[src/rtl/memory_addr_generator_if.sv]
// Interface bundling the request, address and burst signals of
// memory_addr_generator.
//   master : drives unit_id/vector_index/matrix_row/matrix_col, addr_req,
//            burst_start/burst_mode/burst_step; observes all addresses.
//   slave  : the generator; drives vector_addr/matrix_addr, the registered
//            copies with addr_valid, and burst_addr/burst_active/burst_last.
interface memory_addr_generator_if #(
  parameter int unsigned NUM_UNITS = 4,
  parameter int unsigned VEC_LEN   = 16,
  parameter int unsigned MAT_DIM   = 16
);
  localparam int unsigned UW = $clog2(NUM_UNITS);
  localparam int unsigned VW = $clog2(VEC_LEN);
  localparam int unsigned MW = $clog2(MAT_DIM);
  localparam int unsigned VA = UW + VW;
  localparam int unsigned MA = 2 * MW;

  logic [UW-1:0] unit_id;
  logic [VW-1:0] vector_index;
  logic [MW-1:0] matrix_row;
  logic [MW-1:0] matrix_col;
  logic [VA-1:0] vector_addr;
  logic [MA-1:0] matrix_addr;
  logic          addr_req;
  logic [VA-1:0] vector_addr_q;
  logic [MA-1:0] matrix_addr_q;
  logic          addr_valid;
  logic          burst_start;
  logic          burst_mode;
  logic          burst_step;
  logic [MA-1:0] burst_addr;
  logic          burst_active;
  logic          burst_last;

  modport master (
    output unit_id, vector_index, matrix_row, matrix_col,
    output addr_req, burst_start, burst_mode, burst_step,
    input  vector_addr, matrix_addr, vector_addr_q, matrix_addr_q, addr_valid,
    input  burst_addr, burst_active, burst_last
  );

  modport slave (
    input  unit_id, vector_index, matrix_row, matrix_col,
    input  addr_req, burst_start, burst_mode, burst_step,
    output vector_addr, matrix_addr, vector_addr_q, matrix_addr_q, addr_valid,
    output burst_addr, burst_active, burst_last
  );
endinterface

[src/rtl/memory_addr_generator.sv]
// Address generator between the shared-memory controller and the
// vector/matrix memories.
//   clk, rst_n : clock (rising edge), asynchronous active-low reset.
//   bus        : slave side of memory_addr_generator_if.
//     - vector_addr/matrix_addr : combinational {unit,index} / {row,col}.
//     - vector_addr_q/matrix_addr_q/addr_valid : one-cycle registered copy
//       captured on addr_req.
//     - burst_* : 16-step stepper walking a unit vector (mode 0) or a
//       matrix row (mode 1).
module memory_addr_generator #(
  parameter int unsigned NUM_UNITS = 4,
  parameter int unsigned VEC_LEN   = 16,
  parameter int unsigned MAT_DIM   = 16
) (
  input logic                    clk,
  input logic                    rst_n,
  memory_addr_generator_if.slave bus
);
  localparam int unsigned UW = $clog2(NUM_UNITS);
  localparam int unsigned VW = $clog2(VEC_LEN);
  localparam int unsigned MW = $clog2(MAT_DIM);
  localparam int unsigned VA = UW + VW;
  localparam int unsigned MA = 2 * MW;

  typedef enum logic {IDLE, ACTIVE} burst_state_t;

  // Combinational mapping.
  assign bus.vector_addr = {bus.unit_id, bus.vector_index};
  assign bus.matrix_addr = {bus.matrix_row, bus.matrix_col};

  // Registered copy.
  always_ff @(posedge clk or negedge rst_n) begin
    if (!rst_n) begin
      bus.vector_addr_q <= '0;
      bus.matrix_addr_q <= '0;
      bus.addr_valid    <= 1'b0;
    end else begin
      bus.addr_valid <= bus.addr_req;
      if (bus.addr_req) begin
        bus.vector_addr_q <= bus.vector_addr;
        bus.matrix_addr_q <= bus.matrix_addr;
      end
    end
  end

  // Burst stepper.
  burst_state_t  state_q, state_d;
  logic [VW-1:0] count_q, count_d;
  logic          mode_q, mode_d;
  logic [UW-1:0] unit_q, unit_d;
  logic [MW-1:0] row_q, row_d;

  always_ff @(posedge clk or negedge rst_n) begin
    if (!rst_n) begin
      state_q <= IDLE;
      count_q <= '0;
      mode_q  <= 1'b0;
      unit_q  <= '0;
      row_q   <= '0;
    end else begin
      state_q <= state_d;
      count_q <= count_d;
      mode_q  <= mode_d;
      unit_q  <= unit_d;
      row_q   <= row_d;
    end
  end

  always_comb begin
    state_d = state_q;
    count_d = count_q;
    mode_d  = mode_q;
    unit_d  = unit_q;
    row_d   = row_q;
    unique case (state_q)
      IDLE: begin
        // burst_step is deliberately not looked at here, so a step that
        // coincides with burst_start cannot skip the first address.
        if (bus.burst_start) begin
          state_d = ACTIVE;
          count_d = '0;
          mode_d  = bus.burst_mode;
          unit_d  = bus.unit_id;
          row_d   = bus.matrix_row;
        end
      end
      ACTIVE: begin
        if (bus.burst_step) begin
          if (count_q == '1) begin
            state_d = IDLE;
            count_d = '0;
          end else begin
            count_d = count_q + 1'b1;
          end
        end
      end
      default: state_d = IDLE;
    endcase
  end

  always_comb begin
    bus.burst_addr   = '0;
    bus.burst_active = 1'b0;
    bus.burst_last   = 1'b0;
    if (state_q == ACTIVE) begin
      bus.burst_active = 1'b1;
      bus.burst_last   = (count_q == '1);
      if (mode_q)
        bus.burst_addr = {row_q, count_q};
      else
        bus.burst_addr[VA-1:0] = {unit_q, count_q};
    end
  end
endmodule

[src/flat_wrapper.sv]
// flat-port wrapper written by rule: the top's interface ports become plain ports
module memory_addr_generator_flat 
#(
  parameter int unsigned NUM_UNITS = 4,
  parameter int unsigned VEC_LEN   = 16,
  parameter int unsigned MAT_DIM   = 16
)
  (clk, rst_n, bus_unit_id, bus_vector_index, bus_matrix_row, bus_matrix_col, bus_addr_req, bus_burst_start, bus_burst_mode, bus_burst_step, bus_vector_addr, bus_matrix_addr, bus_vector_addr_q, bus_matrix_addr_q, bus_addr_valid, bus_burst_addr, bus_burst_active, bus_burst_last);
  memory_addr_generator_if #(.NUM_UNITS(NUM_UNITS), .VEC_LEN(VEC_LEN), .MAT_DIM(MAT_DIM)) bus_i ();
  input logic clk;
  input logic rst_n;
  input wire logic [$bits(bus_i.unit_id)-1:0] bus_unit_id;
  input wire logic [$bits(bus_i.vector_index)-1:0] bus_vector_index;
  input wire logic [$bits(bus_i.matrix_row)-1:0] bus_matrix_row;
  input wire logic [$bits(bus_i.matrix_col)-1:0] bus_matrix_col;
  input wire logic [$bits(bus_i.addr_req)-1:0] bus_addr_req;
  input wire logic [$bits(bus_i.burst_start)-1:0] bus_burst_start;
  input wire logic [$bits(bus_i.burst_mode)-1:0] bus_burst_mode;
  input wire logic [$bits(bus_i.burst_step)-1:0] bus_burst_step;
  output wire logic [$bits(bus_i.vector_addr)-1:0] bus_vector_addr;
  output wire logic [$bits(bus_i.matrix_addr)-1:0] bus_matrix_addr;
  output wire logic [$bits(bus_i.vector_addr_q)-1:0] bus_vector_addr_q;
  output wire logic [$bits(bus_i.matrix_addr_q)-1:0] bus_matrix_addr_q;
  output wire logic [$bits(bus_i.addr_valid)-1:0] bus_addr_valid;
  output wire logic [$bits(bus_i.burst_addr)-1:0] bus_burst_addr;
  output wire logic [$bits(bus_i.burst_active)-1:0] bus_burst_active;
  output wire logic [$bits(bus_i.burst_last)-1:0] bus_burst_last;
  assign bus_i.unit_id = bus_unit_id;
  assign bus_i.vector_index = bus_vector_index;
  assign bus_i.matrix_row = bus_matrix_row;
  assign bus_i.matrix_col = bus_matrix_col;
  assign bus_i.addr_req = bus_addr_req;
  assign bus_i.burst_start = bus_burst_start;
  assign bus_i.burst_mode = bus_burst_mode;
  assign bus_i.burst_step = bus_burst_step;
  assign bus_vector_addr = bus_i.vector_addr;
  assign bus_matrix_addr = bus_i.matrix_addr;
  assign bus_vector_addr_q = bus_i.vector_addr_q;
  assign bus_matrix_addr_q = bus_i.matrix_addr_q;
  assign bus_addr_valid = bus_i.addr_valid;
  assign bus_burst_addr = bus_i.burst_addr;
  assign bus_burst_active = bus_i.burst_active;
  assign bus_burst_last = bus_i.burst_last;
  memory_addr_generator #(.NUM_UNITS(NUM_UNITS), .VEC_LEN(VEC_LEN), .MAT_DIM(MAT_DIM)) u_core (.clk(clk), .rst_n(rst_n), .bus(bus_i));
endmodule
[config.mk]
export PLATFORM = sky130hd
export DESIGN_NAME = memory_addr_generator_flat
export DESIGN_NICKNAME = d
export VERILOG_FILES = /design/src/rtl/memory_addr_generator_if.sv /design/src/rtl/memory_addr_generator.sv /design/src/flat_wrapper.sv
export SDC_FILE = /design/constraint.sdc
export NUM_CORES = 1
export LEC_CHECK = 0
export ABC_AREA = 0
export CAP_MARGIN = 20
export CORE_MARGIN = 1
export CORE_UTILIZATION = 40
export CTS_CLUSTER_SIZE = 20
export DETAILED_ROUTE_END_ITERATION = 10
export GPL_TIMING_DRIVEN = 0
export PLACE_DENSITY = 0.81
export SLEW_MARGIN = 20
export SYNTH_ARGS = -nofsm -noshare
export SYNTH_HDL_FRONTEND = slang
export SYNTH_SLANG_ARGS = --single-unit
export TNS_END_PERCENT = 100
[constraint.sdc]
create_clock -name clk -period 3 [get_ports clk]
set_input_delay 0.6 -clock clk [delete_from_list [all_inputs] [get_ports clk]]
set_output_delay 0.6 -clock clk [all_outputs]
set_load 0.005 [all_outputs]
* After elaboration in Yosys (flattened, before gate mapping)
Cells that the tools add are included.
** Word-level totals
- Register bits after elaboration :: 27
- Bits of input ports :: 20
- Output and inout port bits :: 39
** Cells by class
- Add/subtract/negate cells :: 1
- Eq/ne operators :: 3
- Multiplexer cells :: 13
- Bitwise gates (word level) :: 1
- Reductions and logical operators :: 2
** Operators by type and width (count)
- 4-bit 2-to-1 mux :: 3
- 8-bit 2-to-1 mux :: 1
- 4-bit case mux with 2 select lines :: 1
- 6-bit 2-to-1 mux :: 1
- 1-bit 2-to-1 mux :: 5
- 4-bit by 1-bit adder with 4-bit output, second input constant :: 1
- 4-bit equality test, second input constant :: 1
- 2-bit != test, second input constant :: 2
- 2-bit AND reduction :: 2
- 2-bit 2-to-1 mux :: 1
- 1-bit case mux with 2 select lines :: 1
- 1-bit inverter :: 1

* Longest topological paths before layout
Gate-level depths: netlist (run 1).
- Word-level depth :: 4
- Gate-level depth with buffers :: 4
- Depth with buffers taken out :: 4

* Worst setup path after synthesis (run 1)
Ideal clock, no wire load.
- Kind :: register -> output
- Start point :: register u_core.count_q[0]
- End point :: output port bus_burst_last
- Arrival time :: 0.939 ns
- Slack :: 1.461 ns
- Cell stages (with the launch flop) :: 4
- Cell sequence :: dfrtp_1 -> ha_1 -> and3_1 -> and2_1
** Between the ends
- Longest elaborated chain between the ends :: 2
** Ends and longest elaborated chain
- start: declaration :: RTL line memory_addr_generator.sv:48 : logic [VW-1:0] count_q, count_d;
- start signal: assignment :: RTL line memory_addr_generator.sv:62 : count_q <= count_d;
- 4-bit equality test :: RTL line memory_addr_generator.sv:107 : bus.burst_last = (count_q == '1);
- 1-bit 2-to-1 mux :: RTL line memory_addr_generator.sv:105 : if (state_q == ACTIVE) begin
- end: declaration :: RTL line flat_wrapper.sv:27 : output wire logic [$bits(bus_i.burst_last)-1:0] bus_burst_last;
Every way passes these cells.

* Worst setup path after layout (run 1)
- Start point :: register u_core.state_q
- End point :: output port bus_burst_addr[7]
** Between the ends
- Longest elaborated chain between the ends :: 1
** Ends and longest elaborated chain
- start: declaration :: RTL line memory_addr_generator.sv:47 : burst_state_t state_q, state_d;
- start signal: assignment :: RTL line memory_addr_generator.sv:61 : state_q <= state_d;
- 8-bit 2-to-1 mux :: RTL line memory_addr_generator.sv:105
- end: declaration :: RTL line flat_wrapper.sv:25 : output wire logic [$bits(bus_i.burst_addr)-1:0] bus_burst_addr;
Every way passes these cells.

==> impl_metrics.ini, run 1 <==
[critical_path]
crit_path_start_kind = flop
cp_max_fo = 10
crit_end = bus_burst_addr[7]
reg2reg_from = u_core.count_q[0]$_DFFE_PN0P_
rr_worst_depth = 4
crit_required_ns = 2.40
crit_path_end_kind = output pin
reg2reg_to = u_core.count_q[0]$_DFFE_PN0P_
cp-startpoint = u_core.state_q$_DFF_PN0_
critPathKind = reg2out
crit_arrival_ns = 1.91
reg2reg_slack_ns = 1.62

[detailed_routing]
met3_wirelength_um = 170
drt-pass1-iter-count = 4
topRoutingLayerUsed = met3
ant_nets = 0
vias = 944
drtIter0Drc = 32
drc = 0
met2RoutedLength_um = 1370
avgViaCountPerCell = 4.60
drt-total-wl_um = 2670
wl_met1_um = 1130
wl_per_cell_um = 13.0

[cells_and_area]
diodes = 0
syn_to_final_growth_pct = 51.3
drive_above_1_share_pct = 27.3
nets = 183
nFillCells = 258

[clock_network]
cts_tree = done
cts_setup_buffers = 0
clk_pin_slew_ns = 0.15
clock_sinks = 27
h-tree-depth = 1
cts_root_buf = clkbuf_4
cts-buffers-inserted = 3
post_cts_resized = 0
clkLatencyLatePin_ns = 0.31
clk_path_buf_depth = 2
hold_buffers = 0

[synth]
yosysTopAreaCellShare_pct = 52.5
synth_edf_count = 0
ys_ff_latch = 27
yosys.cell_types.count = 23
synth_most_common_cell = dfrtp_1
yosysTopAreaCell = dfrtp_1
synth_common_cells = 27 x dfrtp_1, 15 x buf_4, 15 x mux2_2, 7 x mux2_4, 5 x and2_1
syn-mean-instance-area_um2 = 13.0
synth_cells = 99
netlist_area_um2 = 1290
synth_seq_area_share_pct = 52.5
synth.area.top_cells = dfrtp_1 52%, mux2_2 13%, buf_4 8.7%
postSynthNetCount = 120
synthArstFlopShare_pct = 100
ys.flop_type = dfrtp_1
ys_warn_count = 0

[global_routing]
grt_first_pass_wirelength_um = 4360
antenna_found_initial = 0
grt.overflow.total = 0
grt_max_degree = 28
grt_use_total_pct = 16.5
grt_pass1_vias = 993

[pwr]
power_mw = 1.22
power.internal_mw = 0.878
p_per_area_nw_per_um2 = 628
seq_power_share_pct = 44.0
switchingPower_mw = 0.345
ir_drop_uv = 319
p_sw_share_pct = 28.2
leakagePower_nw = 0.838
pwr-share-clk_pct = 12.8
power_frac_comb_pct = 43.2

[floorplanning]
coreArea_um2 = 3050
die_width_um = 58.7
die_h_um = 58.7
rows = 20
dieArea_um2 = 3450
start_util_pct = 42.2
boundaryPins = 59

[placement]
port_buffers = 58
dpl.hpwl_um = 2070
gp_congestion = 0.805

[timing]
holdWs_ns = 0.266
rsz0062_at_grt = false
finalCritPeriodShare_pct = 83.8
period_minus_slack_ns = 2.51
fmax_mhz = 398
tightest_slew_ns = 0.599
relSlewSlack_pct = 60.1
slew_violations = 0
fin_tns_setup_ns = 0
setup_violations = 0
clock_skew_ns = 0.00225
hold_viol = 0

[status]
status = finished, final reports clean

[run]
maxCapViolations = 0

[min_path]
hp-class = in2async
==> worst min path at each step <==
stage	slack, ns	from	depth (start not counted)	end
final	0.27	rst_n	1	u_core.count_q[2]$_DFFE_PN0P_
after global routing	0.29	rst_n	1	u_core.state_q$_DFF_PN0_
after CTS	0.28	rst_n	1	u_core.count_q[2]$_DFFE_PN0P_
after detailed placement	0.50	u_core.bus.vector_addr_q[5]$_DFFE_PN0P_	1	u_core.bus.vector_addr_q[5]$_DFFE_PN0P_
after global placement	0.49	u_core.bus.matrix_addr_q[2]$_DFFE_PN0P_	1	u_core.bus.matrix_addr_q[2]$_DFFE_PN0P_
after floorplan	0.30	rst_n	0	u_core.bus.addr_valid$_DFF_PN0_
==> state kept, by name (all words and copies together) (netlist names) <==
register,cells
u_core.bus.matrix_addr_q,8
u_core.bus.vector_addr_q,6
u_core.count_q,4
u_core.row_q,4
u_core.unit_q,2
u_core.bus.addr_valid,1
u_core.mode_q,1
u_core.state_q,1
==> logic make-up (layout without fill, tap and decap cells) <==
| family | count (synthesis) | count (layout) | share of synthesized area (%) |
|---|---|---|---|
| xor gates and xnor gates | 1 | 1 | 0.680 |
| buffers and inverters | 17 | 79 | 9.91 |
| muxes | 24 | 24 | 22.8 |
| DFF | 27 | 27 | 52.5 |
| adders and majority gates | 1 | 1 | 0.972 |
| and+or+nand+nor | 24 | 24 | 10.9 |
| AOI/OAI and AO/OA | 5 | 5 | 2.24 |
==> metrics by stage <==
step / instance area (um^2) / setup slack, ns / cells / utilization (%)
floorplan: 1290 / 1.46 / 99 / -
global placement: 1920 / 0.679 / 201 / 63.0
finish: 1950 / 0.486 / 205 / 63.8
CTS: 1950 / 0.452 / 205 / 63.8
detailed placement: 1920 / 0.661 / 201 / 62.8
global route: 1950 / 0.330 / 205 / 63.8
==> cell type report <==
cell class / count / area [um^2] / share of cell area, %
Clock inverter: 1 / 7.51 / 0.385
Tap cell: 44 / 55.1 / 2.83
Sequential cell: 27 / 676 / 34.7
Timing Repair Buffer: 58 / 576 / 29.5
Clock buffer: 3 / 22.5 / 1.16
Buffer: 17 / 128 / 6.55
Multi-Input combinational cell: 55 / 484 / 24.9
==> cell usage in the layout, fill, tap and decap left out <==
cell type	count
mux2i_1	2
buf_6	1
dfrtp_1	27
mux2_2	15
nor2_1	1
mux2_4	7
buf_4	15
nor2b_2	1
clkbuf_4	3
nand3b_1	1
nor3b_1	1
xnor2_1	1
clkbuf_1	1
nand2_1	4
clkdlybuf4s50_1	57
and3_1	3
or3_1	2
ha_1	1
and2_1	5
a21o_1	1
nand3_1	2
o21ai_0	3
nor2b_1	3
clkinvlp_4	1
buf_2	1
nand2b_1	1
a31oi_1	1
==> per-layer routing <==
layer	up-vias	track usage, %
met5	-	0
met3	0	4.18
li1	450	-
met4	0	2.04
met2	34	30.8
met1	460	19.3
==> power groups by stage <==
stage          Clock [mW]  Combinational, mW  Sequential (mW)
2_1_floorplan           0              0.274            0.525
3_3_place_gp            0              0.520            0.539
3_5_place_dp            0              0.533            0.545
4_1_cts             0.166              0.535            0.538
5_1_grt             0.173              0.579            0.552
6_report            0.156              0.528            0.539
==> worst max-delay path, cell delays in order, from the launching register on <==
cell and delay, ns:
dfrtp_1 0.54, clkbuf_1 0.33, and3_1 0.23, clkdlybuf4s50_1 0.50
Note: power is estimated with default switching activity, not from simulation.
==> run 2, diff against run 1 <==
- CORE_UTILIZATION: 40 -> 37
- PLACE_DENSITY: 0.81 -> 0.79
- clock period: 3 -> 2.3 ns (I/O delays scaled with it)
==> run 2 against run 1 <==
  * Clock-buffer cell count stayed put
  * Die area increased by 7.8%
  * Flip-flop and latch count did not move
  * Register-to-register slack worse by 0.62 ns
  * Power up 36%
  * Via count up 1.4%
  * Cell count increased by 2.9%
  * Clock power is 35% higher
  * Worst setup slack lost 0.26 ns
  * Core utilization decreased by 4.1 points
  * Global-route usage down 0.63 points
  * Combinational power grew 42%
  * Largest power group is now combinational cells
==> impl_metrics.ini, run 2 (synthesized netlist as in run 1, its figures left out) <==
[cells_and_area]
diodes = 0
syn_to_final_growth_pct = 54.8
nFillCells = 298
layout_common_cells = 56 x clkdlybuf4s50_1, 26 x dfrtp_1, 19 x buf_4
drive_above_1_share_pct = 31.5
final_common_cell = clkdlybuf4s50_1
largest_register_ffs = 8
nets = 187
fin_util_pct = 59.7
reg.largest.list = u_core.bus.matrix_addr_q x8, u_core.bus.vector_addr_q x6
regMostFlops = u_core.bus.matrix_addr_q

[pwr]
leakagePower_nw = 0.872
ir_drop_uv = 348
pwr-share-clk_pct = 12.6
p_per_area_nw_per_um2 = 832
p_sw_share_pct = 28.6
switchingPower_mw = 0.474
power.internal_mw = 1.18
power_frac_comb_pct = 45.2
seq_power_share_pct = 42.1

[detailed_routing]
drtIter0Drc = 27
drc = 0
ant_nets = 0
avgViaCountPerCell = 4.54
drt-total-wl_um = 2860
vias = 957
drt-pass1-iter-count = 4
wl_per_cell_um = 13.6

[critical_path]
rr_worst_depth = 4
critPathKind = in2out
crit_path_start_kind = input pin
reg2reg_slack_ns = 1.00
crit_path_end_kind = output pin
reg2reg_from = u_core.count_q[0]$_DFFE_PN0P_
crit_arrival_ns = 1.62
cp_max_fo = 3
reg2reg_to = u_core.count_q[0]$_DFFE_PN0P_
cp-startpoint = bus_unit_id[0]
crit_required_ns = 1.84

[timing]
period_minus_slack_ns = 2.08
tightest_slew_ns = 0.584
slew_violations = 0
holdWs_ns = 0.106
hold_viol = 0
fin_tns_setup_ns = 0
relSlewSlack_pct = 61.1
rsz0062_at_grt = false
clock_skew_ns = 0.00989
fmax_mhz = 481
setup_violations = 0
finalCritPeriodShare_pct = 90.3

[placement]
gp_congestion = 0.797
dpl.hpwl_um = 2160
port_buffers = 58

[clock_network]
h-tree-depth = 1
cts-buffers-inserted = 3
cts_tree = done
clock_sinks = 27
clk_path_buf_depth = 2
cts_root_buf = clkbuf_4
clk_pin_slew_ns = 0.15
hold_buffers = 0
clkLatencyLatePin_ns = 0.32

[global_routing]
grt_pass1_vias = 959
grt_first_pass_wirelength_um = 4310
antenna_found_initial = 0
grt_max_degree = 28
grt_use_total_pct = 15.8
grt.overflow.total = 0

[floorplanning]
coreArea_um2 = 3340
boundaryPins = 59
die_width_um = 61.0
die_h_um = 61.0
start_util_pct = 38.6
dieArea_um2 = 3720
rows = 21

[status]
status = finished, final reports clean

[min_path]
hp-class = in2async

[run]
maxCapViolations = 0
## run 2: area by class of cell
| class | count | area, um^2 | share of cell area (%) |
|---|---|---|---|
| Sequential cell | 27 | 677 | 34.0 |
| Clock inverter | 1 | 7.51 | 0.377 |
| Multi-Input combinational cell | 55 | 492 | 24.7 |
| Timing Repair Buffer | 62 | 608 | 30.5 |
| Buffer | 17 | 129 | 6.47 |
| Clock buffer | 3 | 22.5 | 1.13 |
| Tap cell | 46 | 57.6 | 2.89 |
## run 2: through the flow
stage                     power [mW]  std cells  area, um^2  worst slack (ns)
after floorplan                 1.04         99        1290             0.901
after global placement          1.39        203        1930             0.234
after detailed placement        1.41        203        1920             0.215
after CTS                       1.63        207        1950            0.0161
after global routing            1.78        211        1990            0.0918
final                           1.66        211        1990             0.222
## run 2: worst max-delay path, cell delays in order
cell	delay [ns]
clkdlybuf4s50_1	0.54
buf_4	0.13
clkdlybuf4s50_1	0.49
## run 2: timing repair
item	CTS	global route
resized for setup	1	4
pin swaps	0	1
buffers inserted	0	4
endpoints found under the setup margin	7	7
## run 2: worst max path at each step
stage | cells after the start | end | slack (ns)
6_report | 3 | bus_vector_addr[4] | 0.22
5_1_grt | 3 | bus_burst_addr[7] | 0.09
4_1_cts | 4 | bus_burst_last | 0.02
3_5_place_dp | 3 | bus_vector_addr[4] | 0.22
3_3_place_gp | 3 | bus_vector_addr[5] | 0.23
2_1_floorplan | 3 | bus_burst_last | 0.90
## run 2: power groups by stage
stage,sequential [mW],combinational (mW),clock (mW)
floorplan,0.685,0.358,0
global placement,0.703,0.685,0
detailed placement,0.713,0.702,0
CTS,0.704,0.709,0.217
global route,0.717,0.821,0.242
finish,0.698,0.750,0.210
## run 2: metal layers
| metal | track usage (%) | routed length (um) |
|---|---|---|
| met5 | 0 | 0 |
| met4 | 4.55 | 10 |
| met3 | 4.90 | 186 |
| met2 | 26.2 | 1450 |
| met1 | 20.0 | 1210 |
==> run 3, diff against run 2 <==
- CTS_CLUSTER_SIZE: 20 -> unset
- clock period: 2.3 -> 1.9 ns (I/O delays scaled with it)
==> run 3 against run 2 <==
  * Register-to-register slack got worse by 0.38 ns
  * Global-route usage rose by 0.49 points
  * Routed wire length is 1.8% higher
  * Worst setup slack got worse by 0.16 ns
  * Largest power group unchanged
  * Highest routed layer unchanged
  * Flip-flop and latch count stayed put
  * Critical path depth stayed put
  * Largest cell class unchanged
==> impl_metrics.ini, run 3 (synthesized netlist as in run 1, its figures left out) <==
[status]
status = finished, final reports clean

[run]
maxCapViolations = 0

[detailed_routing]
drc = 0
wl_per_cell_um = 13.9
ant_nets = 0
drtIter0Drc = 40
drt-pass1-iter-count = 4
vias = 954
avgViaCountPerCell = 4.54
drt-total-wl_um = 2910

[cells_and_area]
nFillCells = 305
nets = 186
final_common_cell = clkdlybuf4s50_1
diodes = 0
reg.largest.list = u_core.bus.matrix_addr_q x8, u_core.bus.vector_addr_q x6
regMostFlops = u_core.bus.matrix_addr_q
largest_register_ffs = 8
drive_above_1_share_pct = 32.3
fin_cells = 210
syn_to_final_growth_pct = 55.1
layout_common_cells = 42 x clkdlybuf4s50_1, 25 x dfrtp_1, 17 x buf_4
stdcell_area_um2 = 2000

[pwr]
pwr-share-clk_pct = 13.0
seq_power_share_pct = 43.0
leakagePower_nw = 0.929
power_frac_comb_pct = 44.0
p_sw_share_pct = 29.4
power.internal_mw = 1.38
power_mw = 1.96
p_per_area_nw_per_um2 = 980
switchingPower_mw = 0.575
ir_drop_uv = 419

[floorplanning]
die_h_um = 61.0
rows = 21
boundaryPins = 59
dieArea_um2 = 3720
start_util_pct = 38.6
die_width_um = 61.0
coreArea_um2 = 3340

[critical_path]
reg2reg_slack_ns = 0.62
crit_path_end_kind = output pin
crit_arrival_ns = 1.46
cp_max_fo = 2
reg2reg_from = u_core.count_q[0]$_DFFE_PN0P_
reg2reg_to = u_core.count_q[0]$_DFFE_PN0P_
crit_path_start_kind = input pin
crit_required_ns = 1.52
rr_worst_depth = 4
critPathKind = in2out

[global_routing]
grt_use_met1_pct = 20.7
antenna_found_initial = 0
grt_max_degree = 28
grt_pass1_vias = 997
met3_usage_pct = 4.90
grt_first_pass_wirelength_um = 4460
grt_use_met2_pct = 26.7
top_usage_layer = met2
grt_use_total_pct = 16.3
grt.overflow.total = 0

[clock_network]
h-tree-depth = 1
cts_tree = done
clk_path_buf_depth = 2
cts_root_buf = clkbuf_4
clkLatencyLatePin_ns = 0.32
clock_sinks = 27
clk_pin_slew_ns = 0.16
cts-buffers-inserted = 3
hold_buffers = 0

[placement]
dpl_cell_area_um2 = 1920
port_buffers = 58
dpl.hpwl_um = 2160
place_inst = 203
dpl_worst_slack_ns = -0.0246
gp_congestion = 0.797

[timing]
rsz0062_at_grt = false
period_minus_slack_ns = 1.84
setup_violations = 0
clock_skew_ns = 0.0102
relSlewSlack_pct = 60.9
slew_violations = 0
finalCritPeriodShare_pct = 96.9
hold_viol = 0
tightest_slew_ns = 0.586
finalWorstSetupSlack_ns = 0.0583
fmax_mhz = 543
holdWs_ns = 0.0271

[min_path]
hp-class = in2async
## run 3: cell types whose count changed in the layout (fill, tap and decap cells not counted)
| cell | change |
|---|---|
| clkdlybuf4s50_1 | -14 |
| dlygate4sd2_1 | +8 |
| dlymetal6s2s_1 | +5 |
| buf_4 | -2 |
| buf_6 | +1 |
| clkbuf_8 | +1 |
| dfrtp_1 | -1 |
| dfrtp_2 | +1 |
## run 3: routing by layer
metal	wire length [um]	vias to the layer above
met3	188	4
met1	1220	457
met5	0	-
met2	1470	35
met4	33	0
li1	-	458
## run 3: final cells by class
| cell class | count | area, um^2 | share of cell area (%) |
|---|---|---|---|
| flip-flops and latches | 27 | 678 | 34.0 |
| repair buffers | 61 | 602 | 30.1 |
| multi-input cells | 55 | 492 | 24.6 |
| plain buffers | 17 | 138 | 6.89 |
| well taps | 46 | 57.6 | 2.88 |
| clock buffers | 3 | 22.5 | 1.13 |
| clock inverters | 1 | 7.51 | 0.376 |
## run 3: critical path, stage by stage
cell and delay [ns]:
clkdlybuf4s50_1 0.48, buf_4 0.11, clkdlybuf4s50_1 0.50
## run 3: how the worst max path moves through the flow
stage	cells past startpoint	slack (ns)	start	end
6_report	3	0.06	bus_matrix_col[2]	bus_matrix_addr[2]
5_1_grt	3	0.02	bus_vector_index[2]	bus_vector_addr[2]
4_1_cts	3	0.008	bus_matrix_row[0]	bus_matrix_addr[4]
3_5_place_dp	3	-0.02	bus_unit_id[0]	bus_vector_addr[4]
3_3_place_gp	3	-0.009	u_core.state_q$_DFF_PN0_	bus_burst_addr[7]
2_1_floorplan	3	0.58	u_core.count_q[0]$_DFFE_PN0P_	bus_burst_last
## run 3: power groups by stage
stage | logic [mW] | registers, mW | clock network (mW)
after floorplan | 0.433 | 0.829 | 0
after global placement | 0.829 | 0.850 | 0
after detailed placement | 0.850 | 0.863 | 0
after CTS | 0.889 | 0.838 | 0.263
after global routing | 0.948 | 0.862 | 0.293
final | 0.861 | 0.841 | 0.254
## run 3: per-stage QoR
| stage | TNS [ns] | utilization (%) |
|---|---|---|
| after CTS | 0 | 59.5 |
| after global placement | -0.0155 | 57.7 |
| after detailed placement | -0.0791 | 57.6 |
| after global routing | 0 | 59.8 |
| final | 0 | 59.8 |
| after floorplan | 0 | - |
## run 3: what timing repair did
item | 4_1_cts | 5_1_grt
pin swaps | 1 | 1
buffers inserted | 3 | 0
setup endpoints to repair | 12 | 7
resized for setup | 18 | 7
